===== src/rtl/delay_arbiter_if.sv =====
`default_nettype none
// ============================================================================
// Module  : delay_arbiter_if
// Brief   : Requester and shared-counter signal bundle for delay_arbiter.
// Revision: 1.0
// ============================================================================
interface delay_arbiter_if #(
   parameter int NUM_REQ = 4,
   parameter int WIDTH   = 16
);
   logic [NUM_REQ-1:0]       i_req;
   logic [NUM_REQ*WIDTH-1:0] i_top;
   logic [NUM_REQ-1:0]       o_grant;
   logic [NUM_REQ-1:0]       o_done;
   logic                     o_busy;
   logic                     o_cnt_reset;
   logic                     o_cnt_enabled;
   logic [WIDTH-1:0]         o_cnt_top;
   logic                     i_cnt_hit_top;

   // Environment side: requesters plus the shared counter.
   modport master (
      output i_req, i_top, i_cnt_hit_top,
      input  o_grant, o_done, o_busy, o_cnt_reset, o_cnt_enabled, o_cnt_top
   );

   // Arbiter side.
   modport slave (
      input  i_req, i_top, i_cnt_hit_top,
      output o_grant, o_done, o_busy, o_cnt_reset, o_cnt_enabled, o_cnt_top
   );
endinterface
`default_nettype wire


===== src/rtl/delay_arbiter.sv =====
`default_nettype none
// ============================================================================
// Module  : delay_arbiter
// Brief   : Round-robin owner of one shared counter; pulses done per requester.
// Revision: 1.0
// ============================================================================
module delay_arbiter #(
   parameter int NUM_REQ = 4,
   parameter int WIDTH   = 16
) (
   input  wire logic       i_clk,
   input  wire logic       i_reset,
   delay_arbiter_if.slave  bus
);
   localparam int c_IDX_W = $clog2(NUM_REQ);

   localparam logic [1:0] c_IDLE = 2'd0;
   localparam logic [1:0] c_LOAD = 2'd1;
   localparam logic [1:0] c_RUN  = 2'd2;
   localparam logic [1:0] c_DONE = 2'd3;

   logic [1:0]         r_state;
   logic [c_IDX_W-1:0] r_owner;
   logic [c_IDX_W-1:0] r_last_owner;
   logic [WIDTH-1:0]   r_cnt_top;

   logic [c_IDX_W-1:0] w_winner;
   logic               w_found;
   logic               w_owner_req;
   logic [NUM_REQ-1:0] w_owner_hot;

   // Search starts just past the previous owner so every requester gets a turn.
   always_comb begin
      w_winner = r_last_owner;
      w_found  = 1'b0;
      for (int off = 1; off <= NUM_REQ; off++) begin
         if (!w_found && bus.i_req[(int'(r_last_owner) + off) % NUM_REQ]) begin
            w_winner = c_IDX_W'((int'(r_last_owner) + off) % NUM_REQ);
            w_found  = 1'b1;
         end
      end
   end

   assign w_owner_req = bus.i_req[r_owner];
   assign w_owner_hot = NUM_REQ'(1) << r_owner;

   always_ff @(posedge i_clk or posedge i_reset) begin
      if (i_reset) begin
         r_state      <= c_IDLE;
         r_owner      <= '0;
         r_last_owner <= c_IDX_W'(NUM_REQ - 1);
         r_cnt_top    <= '0;
      end else begin
         case (r_state)
            c_IDLE: begin
               if (w_found) begin
                  r_owner   <= w_winner;
                  r_cnt_top <= bus.i_top[int'(w_winner)*WIDTH +: WIDTH];
                  r_state   <= c_LOAD;
               end
            end
            c_LOAD: begin
               if (!w_owner_req) begin
                  r_last_owner <= r_owner;
                  r_state      <= c_IDLE;
               end else begin
                  r_state <= c_RUN;
               end
            end
            c_RUN: begin
               // A withdrawn request wins over a coincident hit: no done pulse.
               if (!w_owner_req) begin
                  r_last_owner <= r_owner;
                  r_state      <= c_IDLE;
               end else if (bus.i_cnt_hit_top) begin
                  r_state <= c_DONE;
               end
            end
            c_DONE: begin
               r_last_owner <= r_owner;
               r_state      <= c_IDLE;
            end
            default: r_state <= c_IDLE;
         endcase
      end
   end

   assign bus.o_busy        = (r_state != c_IDLE);
   assign bus.o_grant       = bus.o_busy ? w_owner_hot : '0;
   assign bus.o_done        = (r_state == c_DONE) ? w_owner_hot : '0;
   assign bus.o_cnt_reset   = (r_state != c_RUN);
   assign bus.o_cnt_enabled = (r_state == c_LOAD) || (r_state == c_RUN);
   assign bus.o_cnt_top     = r_cnt_top;
endmodule
`default_nettype wire


===== src/flat_wrapper.sv =====
// flat-port wrapper written by rule: the top's interface ports become plain ports
module delay_arbiter_flat 
#(
   parameter int NUM_REQ = 4,
   parameter int WIDTH   = 16
)
  (i_clk, i_reset, bus_i_req, bus_i_top, bus_i_cnt_hit_top, bus_o_grant, bus_o_done, bus_o_busy, bus_o_cnt_reset, bus_o_cnt_enabled, bus_o_cnt_top);
  delay_arbiter_if #(.NUM_REQ(NUM_REQ), .WIDTH(WIDTH)) bus_i ();
  input  wire logic i_clk;
  input  wire logic i_reset;
  input wire logic [$bits(bus_i.i_req)-1:0] bus_i_req;
  input wire logic [$bits(bus_i.i_top)-1:0] bus_i_top;
  input wire logic [$bits(bus_i.i_cnt_hit_top)-1:0] bus_i_cnt_hit_top;
  output wire logic [$bits(bus_i.o_grant)-1:0] bus_o_grant;
  output wire logic [$bits(bus_i.o_done)-1:0] bus_o_done;
  output wire logic [$bits(bus_i.o_busy)-1:0] bus_o_busy;
  output wire logic [$bits(bus_i.o_cnt_reset)-1:0] bus_o_cnt_reset;
  output wire logic [$bits(bus_i.o_cnt_enabled)-1:0] bus_o_cnt_enabled;
  output wire logic [$bits(bus_i.o_cnt_top)-1:0] bus_o_cnt_top;
  assign bus_i.i_req = bus_i_req;
  assign bus_i.i_top = bus_i_top;
  assign bus_i.i_cnt_hit_top = bus_i_cnt_hit_top;
  assign bus_o_grant = bus_i.o_grant;
  assign bus_o_done = bus_i.o_done;
  assign bus_o_busy = bus_i.o_busy;
  assign bus_o_cnt_reset = bus_i.o_cnt_reset;
  assign bus_o_cnt_enabled = bus_i.o_cnt_enabled;
  assign bus_o_cnt_top = bus_i.o_cnt_top;
  delay_arbiter #(.NUM_REQ(NUM_REQ), .WIDTH(WIDTH)) u_core (.i_clk(i_clk), .i_reset(i_reset), .bus(bus_i));
endmodule

===== config.mk =====
export PLATFORM = sky130hd
export DESIGN_NAME = delay_arbiter_flat
export DESIGN_NICKNAME = d
export VERILOG_FILES = /design/src/rtl/delay_arbiter_if.sv /design/src/rtl/delay_arbiter.sv /design/src/flat_wrapper.sv
export SDC_FILE = /design/constraint.sdc
export NUM_CORES = 1
export LEC_CHECK = 0
export CAP_MARGIN = 15
export CORE_ASPECT_RATIO = 0.5
export CORE_MARGIN = 5
export CORE_UTILIZATION = 40
export DETAILED_ROUTE_END_ITERATION = 12
export PLACE_DENSITY = 0.85
export SETUP_SLACK_MARGIN = 0.5
export SLEW_MARGIN = 10
export SYNTH_ARGS = -nofsm -noshare
export SYNTH_HDL_FRONTEND = slang
export SYNTH_SLANG_ARGS = --single-unit
export TNS_END_PERCENT = 50

===== constraint.sdc =====
create_clock -name i_clk -period 6.2 [get_ports i_clk]
set_clock_uncertainty 0.2 [all_clocks]
set_input_delay 0.93 -clock i_clk [delete_from_list [all_inputs] [get_ports i_clk]]
set_output_delay 0.93 -clock i_clk [all_outputs]
set_load 0.1 [all_outputs]

Word-level counts from Yosys, hierarchy flattened
Index checks and enable logic that the tools add are counted.
{ "totals": {"mem_count": 0, "mem_bits_rw": 0, "ff_bits": 22, "out_inout_bits": 27, "input_bits": 71, "mem_bits_ro": 0, "latchBits": 0} }
{ "op_classes": {"n_div": 0, "n_mul": 0, "n_eq_ne": 7, "n_shift": 2, "n_bitwise": 4, "magnitude_cmp": 5, "n_reduce_logical": 18, "n_mux": 31, "n_addsub": 4} }
{ "op_table": {"columns": ["cell", "count"], "rows": [
  ["$shiftx 64x7->16", 1],
  ["$mux 2", 9],
  ["$lt 3x4->1 const B", 4],
  ["$mux 1", 13],
  ["$bmux 1 s2", 5],
  ["$reduce_or 2->1", 5],
  ["$mux 4", 2],
  ["$pmux 2 s4", 1],
  ["$reduce_and 2->1", 3],
  ["$add 2x1->2 const B", 2],
  ["$add 2x2->2 const B", 2],
  ["$and 1x1->1 const A", 4],
  ["$eq 2x2->1 const B", 2],
  ["$ne 2x2->1 const B", 2],
  ["$pmux 2 s2", 1],
  ["$reduce_bool 2->1", 2],
  ["$shl 1x2->4 const A", 1],
  ["$logic_and 1x1->1", 3],
  ["$logic_not 1->1", 3],
  ["$lt 2x3->1 const B", 1],
  ["$ne 3x3->1 const B", 1],
  ["$eq 2x1->1 const B", 1],
  ["$logic_not 2->1", 1],
  ["$ne 2x1->1 const B", 1],
  ["$logic_or 1x1->1", 1]
]} }

Longest topological paths before layout
Gate-level depths: netlist of the first run.
{ "logic_depth": {"ltp_word": 18, "depth_mapped": 7, "depth_no_buf": 5} }

Worst setup path before layout of the first run
No wires, ideal clock.
{ "synth_timing": {"path_type": "register to output", "startpoint": "register u_core.r_state[0]", "endpoint": "output bus_o_grant[1]", "setup_slack_ns": 2.152, "path_buffers": 0, "arrival_ns": 2.918, "path_stages_with_launch": 4, "required_time_ns": 5.070, "path_cell_list": "dfrtp_1 > inv_1 > ha_1 > nor3b_1"} }
{ "synth_between": {"elab_chain_len": 2} }
{ "synth_rtl": {"columns": ["element", "line", "rtl"], "rows": [
  ["from (decl)", "delay_arbiter.sv:22", "logic [1:0] r_state;"],
  ["from (signal assigned)", "delay_arbiter.sv:49", "r_state <= c_IDLE;"],
  ["from (signal assigned)", "delay_arbiter.sv:59", "r_state <= c_LOAD;"],
  ["from (signal assigned)", "delay_arbiter.sv:65", "r_state <= c_IDLE;"],
  ["$reduce_bool 2->1", "delay_arbiter.sv:88", "assign bus.o_busy = (r_state != c_IDLE);"],
  ["$mux 4", "delay_arbiter.sv:89", "assign bus.o_grant = bus.o_busy ? w_owner_hot : '0;"],
  ["to (decl)", "flat_wrapper.sv:14", "output wire logic [$bits(bus_i.o_grant)-1:0] bus_o_grant;"]
]} }
No other way between the ends.

Final worst setup path of the first run
{ "layout_timing": {"startpoint": "input bus_i_req[3]", "endpoint": "register u_core.r_cnt_top[15], in the netlist u_core.bus.o_cnt_top[15]"} }
{ "layout_between": {"elab_chain_len": 14, "word_cells_on_any_way": 28} }
{ "layout_rtl": {"columns": ["element", "line", "rtl"], "rows": [
  ["from (decl)", "flat_wrapper.sv:11", "input wire logic [$bits(bus_i.i_req)-1:0] bus_i_req;"],
  ["$bmux 1 s2", "delay_arbiter.sv:37", "if (!w_found && bus.i_req[(int'(r_last_owner) + off) % NUM_REQ]) begin"],
  ["$mux 1 (not written as such) (2 in series)", "delay_arbiter.sv:37", null],
  ["$mux 1", "delay_arbiter.sv:37", null],
  ["$logic_not 1->1", "delay_arbiter.sv:37", null],
  ["$logic_and 1x1->1", "delay_arbiter.sv:37", null],
  ["$mux 1", "delay_arbiter.sv:37", null],
  ["$logic_not 1->1", "delay_arbiter.sv:37", null],
  ["$logic_and 1x1->1", "delay_arbiter.sv:37", null],
  ["$mux 1", "delay_arbiter.sv:37", null],
  ["$logic_not 1->1", "delay_arbiter.sv:37", null],
  ["$logic_and 1x1->1", "delay_arbiter.sv:37", null],
  ["$mux 2 / $mux 1 (equally long branches)", "delay_arbiter.sv:37", null],
  ["$shiftx 64x7->16 / $reduce_and 2->1 (equally long branches)", null, null],
  ["to (signal assigned)", "delay_arbiter.sv:58", "r_cnt_top <= bus.i_top[int'(w_winner)*WIDTH +: WIDTH];"],
  ["to (decl)", "delay_arbiter.sv:25", "logic [WIDTH-1:0] r_cnt_top;"]
]} }
Several ways; a longest one is shown, not always the timed one. The select of a mux whose other input is x is not followed.
A chain may end at the register's enable or synchronous reset.

==> impl_metrics.yaml, run 1 <==
run_status:
  status: "completed"
timing:
  relSlewSlack: 0.329
  maxSlewViolCount: 0
  worstMarginPinSlew_ps: 1000
  holdWs_ps: 295
  tns_ps: 0
  setup_viol: 0
  rsz0062_at_grt: "false"
  final-hold-violation-count: 0
  period_needed_ps: 3730
  fmax_mhz: 268
  period_share: 0.602
floorplan:
  initial_core_util: 0.414
  fp.dieH_um: 55.0
  row_count: 16
  core_um2: 3900
  die_w_um: 99.9
  io_pins: 98
  die_area_um2: 5490
worst_hold_path:
  hold_start: "u_core.bus.o_cnt_top[5]"
  hold_class: "register to register"
  whs_path_depth: 2
  min_to: "u_core.bus.o_cnt_top[5]"
detailed_routing:
  wire_per_inst_um: 16.9
  num_vias: 1512
  route.detailed.drc: 0
  drtPass1Iterations: 4
  ant_nets: 0
  routed_wl_um: 4920
  via_per_inst: 5.20
  drtIter0Drc: 34
cts:
  h-tree-depth: 1
  cts_resized: 0
  cts_buffer_depth: 2
  cts_buffers: 3
  holdBufCountCts: 0
  post_cts.repair.setup_buffers: 0
  cts.sinks: 22
  cts_root_buf: "clkbuf_8"
  clk_pin_slew_ps: 80
  tritoncts: "done"
  clk_latency_ps: 270
critical_path:
  r2r_start: "u_core.r_state[1]"
  worstSetupEndpointType: "register"
  crit_type: "primary input to register"
  r2r_slack_ps: 3450
  required_ps: 6100
  critPathMaxFanout: 21
  start_kind: "primary input"
  r2r_cells: 5
  crit_arrival_ps: 3630
  rr_endpoint: "u_core.bus.o_cnt_top[15]"
final_layout:
  final.fill_count: 307
  syn_to_final_growth_pct: 61.6
  drive_above_1_share: 0.110
  antenna_cells: 0
  num-nets-final: 314
yosys:
  synth_area_leaders: "dfrtp_1 (31%), mux2i_1 (20%), o221ai_2 (9.3%)"
  ys_seq_area_frac: 0.342
  syn-instance-count: 146
  synthesis.area_um2: 1620
  syn-num-nets: 222
  ys_warn_count: 0
  ys_ff_latch: 22
  yosys.area.top_type: "dfrtp_1"
  synth.avg_cell_area_um2: 11.1
  synth_top_area_frac: 0.310
  ys_types: 36
global_routing:
  grt_pass1_wl_um: 7380
  grt_overflow: 0
  grt_pass1_vias: 1534
  antenna_found_initial: 0
  grt_max_degree: 34
  grtUsageTotal: 0.174
placed_design:
  port_buffers: 97
  place.gp.congestion: 0.792
  dp_hpwl_um: 3960
run:
  drv_cap: 0
-- routing by layer --
layer  GRT usage  wire length, um
met1       0.202             1930
met2       0.328             2720
met3      0.0426              176
met4      0.0522               87
met5           0                0
-- synthesized netlist by cell type --
cell      number
o21ai_1        1
o221ai_2      10
mux4_2         1
and3b_1        2
nand2b_1       3
o221ai_1       6
nor3b_1        3
a22oi_1        1
a32o_1         1
clkbuf_2       1
a221oi_4       1
buf_4          1
o211ai_1       1
clkbuf_4       1
inv_1          6
dfstp_2        2
nand2b_2       2
clkbuf_8       1
ha_1           5
dfrtp_1       20
buf_6          3
o21ai_0        2
clkbuf_1       2
mux2i_1       32
or2_1          1
nor3_1         1
nand2_1       21
o21ai_2        1
nor2_1         2
buf_8          2
nor4_1         1
o21a_1         1
a21oi_2        1
and3_1         2
mux2_2         3
a21oi_1        2
-- metrics by stage --
| stage | area, um2 | cells | setup WS [ps] | utilization |
|---|---|---|---|---|
| 6_report | 2610 | 291 | 2470 | 0.669 |
| 5_1_grt | 2610 | 291 | 2280 | 0.669 |
| 4_1_cts | 2610 | 291 | 2480 | 0.669 |
| 3_5_place_dp | 2560 | 287 | 2230 | 0.655 |
| 3_3_place_gp | 2560 | 287 | 2390 | 0.655 |
| 2_1_floorplan | 1620 | 146 | 2150 | - |
-- worst max-delay path by stage --
stage                                     endpoint         startpoint  slack [ps]
after CTS                 u_core.bus.o_cnt_top[15]       bus_i_req[3]        2480
after detailed placement  u_core.bus.o_cnt_top[15]       bus_i_req[3]        2230
final                     u_core.bus.o_cnt_top[15]       bus_i_req[3]        2470
after global placement    u_core.bus.o_cnt_top[10]       bus_i_req[3]        2390
after floorplan                     bus_o_grant[1]  u_core.r_state[0]        2150
after global routing       u_core.bus.o_cnt_top[7]       bus_i_req[3]        2280
-- flip-flops by register name (all words and copies together) (netlist names) --
| register | cells |
|---|---|
| u_core.bus.o_cnt_top | 16 |
| u_core.r_last_owner | 2 |
| u_core.r_owner | 2 |
| u_core.r_state | 2 |
-- logic make-up (layout without fill, tap and decap cells) --
family / after synthesis / in the layout / share of synthesized area
adders and majority gates: 5 / 5 / 0.0387
buffers and inverters: 17 / 108 / 0.0789
DFF: 22 / 22 / 0.342
muxes: 36 / 36 / 0.233
AOI/OAI and AO/OA: 28 / 28 / 0.188
and+or+nand+nor: 38 / 38 / 0.119
-- layout by cell type (no fill, tap or decap), types with 3 or more instances in the layout --
cell             instances
ha_1                     5
dfrtp_1                 20
nand2_1                 21
mux2i_1                 32
o221ai_2                10
nor3b_1                  3
clkdlybuf4s50_1         97
inv_1                    6
nand2b_1                 3
o221ai_1                 6
mux2_2                   3
clkbuf_8                 4
-- worst max-delay path, cell delays in order --
cell and delay [ps]:
clkdlybuf4s50_1 490, nor4_1 530, nand2b_1 670, or2_1 740
o221ai_1 260
-- cell type report --
cell class | instances | area [um2] | area share
clock buffer | 4 | 55.1 | 0.0211
timing repair buffer | 98 | 978 | 0.375
tap | 54 | 67.6 | 0.0259
inverter | 6 | 22.5 | 0.00862
multi-input combinational | 107 | 936 | 0.358
sequential | 22 | 553 | 0.212
Power of run 1 is not shown: default switching activity piles up to over one toggle a cycle in this logic, so the estimate is an artifact.
==> inputs of run 2 (changes only) <==
CORE_UTILIZATION = 38   (was 40)
PLACE_DENSITY = 0.82   (was 0.85)
clock period = 3.9 ns   (was 6.2 ns; I/O delays follow)
==> run 2 against run 1 <==
  * Wire length shrank 4.6%
  * Core utilization decreased by 1.5 points
  * Design area up 0.19%
  * Critical endpoint is now bus_o_cnt_reset
  * Global-route usage down 1.2 points
  * Flip-flop and latch count is the same
  * Die area rose by 4.5%
  * Worst setup slack worse by 1500 ps
  * Non-clock buffer count increased by 4
  * Register-to-register slack worse by 1900 ps
  * Cell count is 1.4% higher
  * Clock-buffer cell count is the same
  * Critical path depth shrank 1
==> impl_metrics.yaml, run 2 (same netlist as run 1, synthesis figures left out) <==
global_routing:
  grtUsageTotal: 0.161
  antenna_found_initial: 0
  grt_pass1_wl_um: 7510
  grt_max_degree: 34
  grt_overflow: 0
  grt_pass1_vias: 1556
run_status:
  status: "completed"
final_layout:
  drive_above_1_share: 0.166
  final_cell_mix: "clkdlybuf4s50_1 (87), mux2i_1 (32), nand2_1 (21)"
  antenna_cells: 0
  largest_reg_flops: 16
  mostFrequentLayoutCell: "clkdlybuf4s50_1"
  syn_to_final_growth_pct: 61.9
  utilization: 0.654
  num-nets-final: 318
timing:
  final-hold-violation-count: 0
  setup_viol: 0
  holdWs_ps: 291
  relSlewSlack: 0.329
  rsz0062_at_grt: "false"
  maxSlewViolCount: 0
  period_needed_ps: 2970
  fmax_mhz: 337
  worstMarginPinSlew_ps: 1000
  tns_ps: 0
  period_share: 0.761
  fin_ws_ps: 934
critical_path:
  worstSetupEndpointType: "primary output"
  cp_common_cell: "inv_1"
  crit_arrival_ps: 2180
  cpMaxStageDelayCell: "clkdlybuf4s50_1"
  crit_type: "register to primary output"
  critPathMaxFanout: 4
  cp_top_family: "buffers and inverters"
  required_ps: 3120
  start_kind: "register"
  crit_buf_inv: 3
  max_stage_delay_ps: 1120
  crit_chain: "inv_1 -> ha_1 -> inv_1 -> clkdlybuf4s50_1"
cts:
  cts_root_buf: "clkbuf_8"
  holdBufCountCts: 0
  cts.sinks: 22
  clk_pin_slew_ps: 70
  post_cts.repair.setup_buffers: 0
  cts_resized: 0
  cts_buffer_depth: 2
  clk_latency_ps: 250
  cts_buffers: 3
  tritoncts: "done"
  h-tree-depth: 1
floorplan:
  row_count: 16
  die_area_um2: 5740
  initial_core_util: 0.404
  core_um2: 4000
  die_w_um: 102
  fp.dieH_um: 56.1
  io_pins: 98
placed_design:
  dp_hpwl_um: 3980
  port_buffers: 97
  pre_cts_ws_ps: 775
  place.gp.congestion: 0.746
detailed_routing:
  route.detailed.drc: 0
  wire_per_inst_um: 15.9
  ant_nets: 0
  drtIter0Drc: 87
  drtPass1Iterations: 4
  num_vias: 1476
  routed_wl_um: 4690
  via_per_inst: 5.00
worst_hold_path:
  hold_class: "register to register"
run:
  drv_cap: 0
run 2: cell type report:
cell class	instances	area, um2
Clock buffer	4	55.1
Tap cell	54	67.6
Fill cell	323	1390
Multi-Input combinational cell	107	936
Timing Repair Buffer	102	983
Inverter	6	22.5
Sequential cell	22	553
run 2: worst paths after layout:
path,startpoint,endpoint,slack [ps],depth (start not counted)
setup / recovery,u_core.r_state[0],bus_o_cnt_reset,930,4
hold / removal,u_core.bus.o_cnt_top[0],u_core.bus.o_cnt_top[0],290,2
setup reg to reg,u_core.r_last_owner[0],u_core.bus.o_cnt_top[8],1550,6
hold reg to reg,u_core.bus.o_cnt_top[0],u_core.bus.o_cnt_top[0],290,2
max in group asynchronous,i_reset,u_core.bus.o_cnt_top[3],2440,2
min in group asynchronous,i_reset,u_core.r_state[0],580,2
run 2: metrics by stage:
step	cell area [um2]	cells
floorplan	1620	146
global placement	2560	291
detailed placement	2560	291
CTS	2620	295
global route	2620	295
finish	2620	295
run 2: per-layer routing:
layer | vias to the layer above | part of all wire | GRT usage
met2 | 27 | 0.54 | 0.292
li1 | 735 | - | -
met3 | 4 | 0.032 | 0.0338
met4 | 0 | 0.0049 | 0.0280
met1 | 710 | 0.42 | 0.199
met5 | - | 0 | 0
run 2: worst reg2reg max path, delay by kind of cell (launching register included):
kind            cells  cell delay [ps]
mux                 1              310
buf+inv             1              480
simple gates        1              150
compound gates      3              500
flops               1              580
Power of run 2 is left out for the same reason.
==> inputs of run 3 (changes only) <==
clock period = 2.75 ns   (was 3.9 ns; I/O delays follow)
==> run 3 against run 2 <==
  * Design area grew 4.3%
  * Clock-buffer cell count is the same
  * Worst hold slack gained 6.0 ps
  * Core utilization grew 2.8 points
  * Non-clock buffer count grew 4
  * Die area is the same
  * Wire length grew 11%
  * Cell count grew 1.4%
  * Highest routed layer unchanged
==> impl_metrics.yaml, run 3 (same netlist as run 1, synthesis figures left out) <==
final_layout:
  largest_reg_flops: 16
  mostFrequentLayoutCell: "clkdlybuf4s50_1"
  syn_to_final_growth_pct: 68.8
  stdcell_area_um2: 2730
  final_cell_mix: "clkdlybuf4s50_1 (66), buf_4 (31), mux2i_1 (30)"
  finalNonFillerCells: 299
  utilization: 0.682
  antenna_cells: 0
  drive_above_1_share: 0.290
  num-nets-final: 322
floorplan:
  initial_core_util: 0.404
  row_count: 16
  fp.dieH_um: 56.1
  io_pins: 98
  core_um2: 4000
  die_w_um: 102
  die_area_um2: 5740
global_routing:
  antenna_found_initial: 0
  grt_max_degree: 34
  grt_pass1_vias: 1624
  grt_pass1_wl_um: 7690
  grt_overflow: 0
  grtUsageTotal: 0.167
run:
  drv_cap: 0
cts:
  h-tree-depth: 1
  cts.sinks: 22
  cts_buffer_depth: 2
  clk_latency_ps: 260
  cts_root_buf: "clkbuf_8"
  cts_buffers: 3
  holdBufCountCts: 0
  clk_pin_slew_ps: 80
  tritoncts: "done"
detailed_routing:
  wire_per_inst_um: 17.4
  num_vias: 1559
  routed_wl_um: 5200
  ant_nets: 0
  via_per_inst: 5.21
  route.detailed.drc: 0
  drtPass1Iterations: 4
  drtIter0Drc: 39
placed_design:
  dp_cells: 292
  place.gp.congestion: 0.709
  place_area_um2: 2580
  dp_hpwl_um: 3940
  port_buffers: 97
timing:
  setup_viol: 0
  final-hold-violation-count: 0
  tns_ps: 0
  worstMarginPinSlew_ps: 370
  maxSlewViolCount: 0
  rsz0062_at_grt: "true"
  period_share: 0.794
  period_needed_ps: 2180
  relSlewSlack: 0.754
  fmax_mhz: 458
critical_path:
  crit_type: "register to primary output"
  critPathMaxFanout: 7
  r2r_cells: 7
  start_kind: "register"
  crit_arrival_ps: 1570
  worstSetupEndpointType: "primary output"
  required_ps: 2140
run_status:
  status: "completed"
worst_hold_path:
  hold_class: "register to register"
  whs_path_depth: 2
## run 3: cell count changes in the layout (fill, tap and decap cells not counted), sizes merged
cell           previous run  this run
inv                       6         5
dlymetal6s2s              0         4
clkinvlp                  0         1
clkbuf                    4         6
buf                      15        34
clkdlybuf4s50            87        66
## run 3: area by class of cell
| cell class | count | area [um2] |
|---|---|---|
| clock buffer | 4 | 45.0 |
| fill | 300 | 1270 |
| inverter | 6 | 26.3 |
| multi-input combinational | 107 | 983 |
| sequential | 22 | 553 |
| tap | 54 | 67.6 |
| timing repair buffer | 106 | 1050 |
## run 3: final timing paths
check                                         start                       end  slack, ps
setup / recovery                  u_core.r_state[1]            bus_o_grant[3]        570
hold / removal             u_core.bus.o_cnt_top[12]  u_core.bus.o_cnt_top[12]        300
setup reg to reg             u_core.r_last_owner[0]   u_core.bus.o_cnt_top[2]        600
hold reg to reg            u_core.bus.o_cnt_top[12]  u_core.bus.o_cnt_top[12]        300
max in group asynchronous                   i_reset    u_core.r_last_owner[0]       1760
min in group asynchronous                   i_reset   u_core.bus.o_cnt_top[5]        320
## run 3: repair_timing
| action | CTS | global route |
|---|---|---|
| setup buffers | 0 | 1 |
| pin swaps | 0 | 1 |
| resized for setup | 2 | 8 |
| endpoints found under the setup margin | 1 | 17 |
| gates cloned | 0 | 2 |
## run 3: per-layer routing
layer / vias to the layer above / wire length, um / global-route usage
met5: - / 0 / 0
met4: 0 / 63 / 0.0449
met3: 8 / 235 / 0.0325
met2: 43 / 2930 / 0.326
met1: 769 / 1970 / 0.181
li1: 739 / - / -
## run 3: critical path, stage by stage, from the launching register on
cell and delay [ps]:
dfrtp_1 420, inv_1 150, ha_4 220, clkinvlp_4 100, and3_2 200, buf_4 230
## run 3: stage by stage
step	setup slack [ps]	hold slack, ps
after floorplan	161	200
after global placement	343	272
after detailed placement	247	278
after CTS	526	300
after global routing	500	319
final	567	297
Power of run 3 is left out for the same reason.
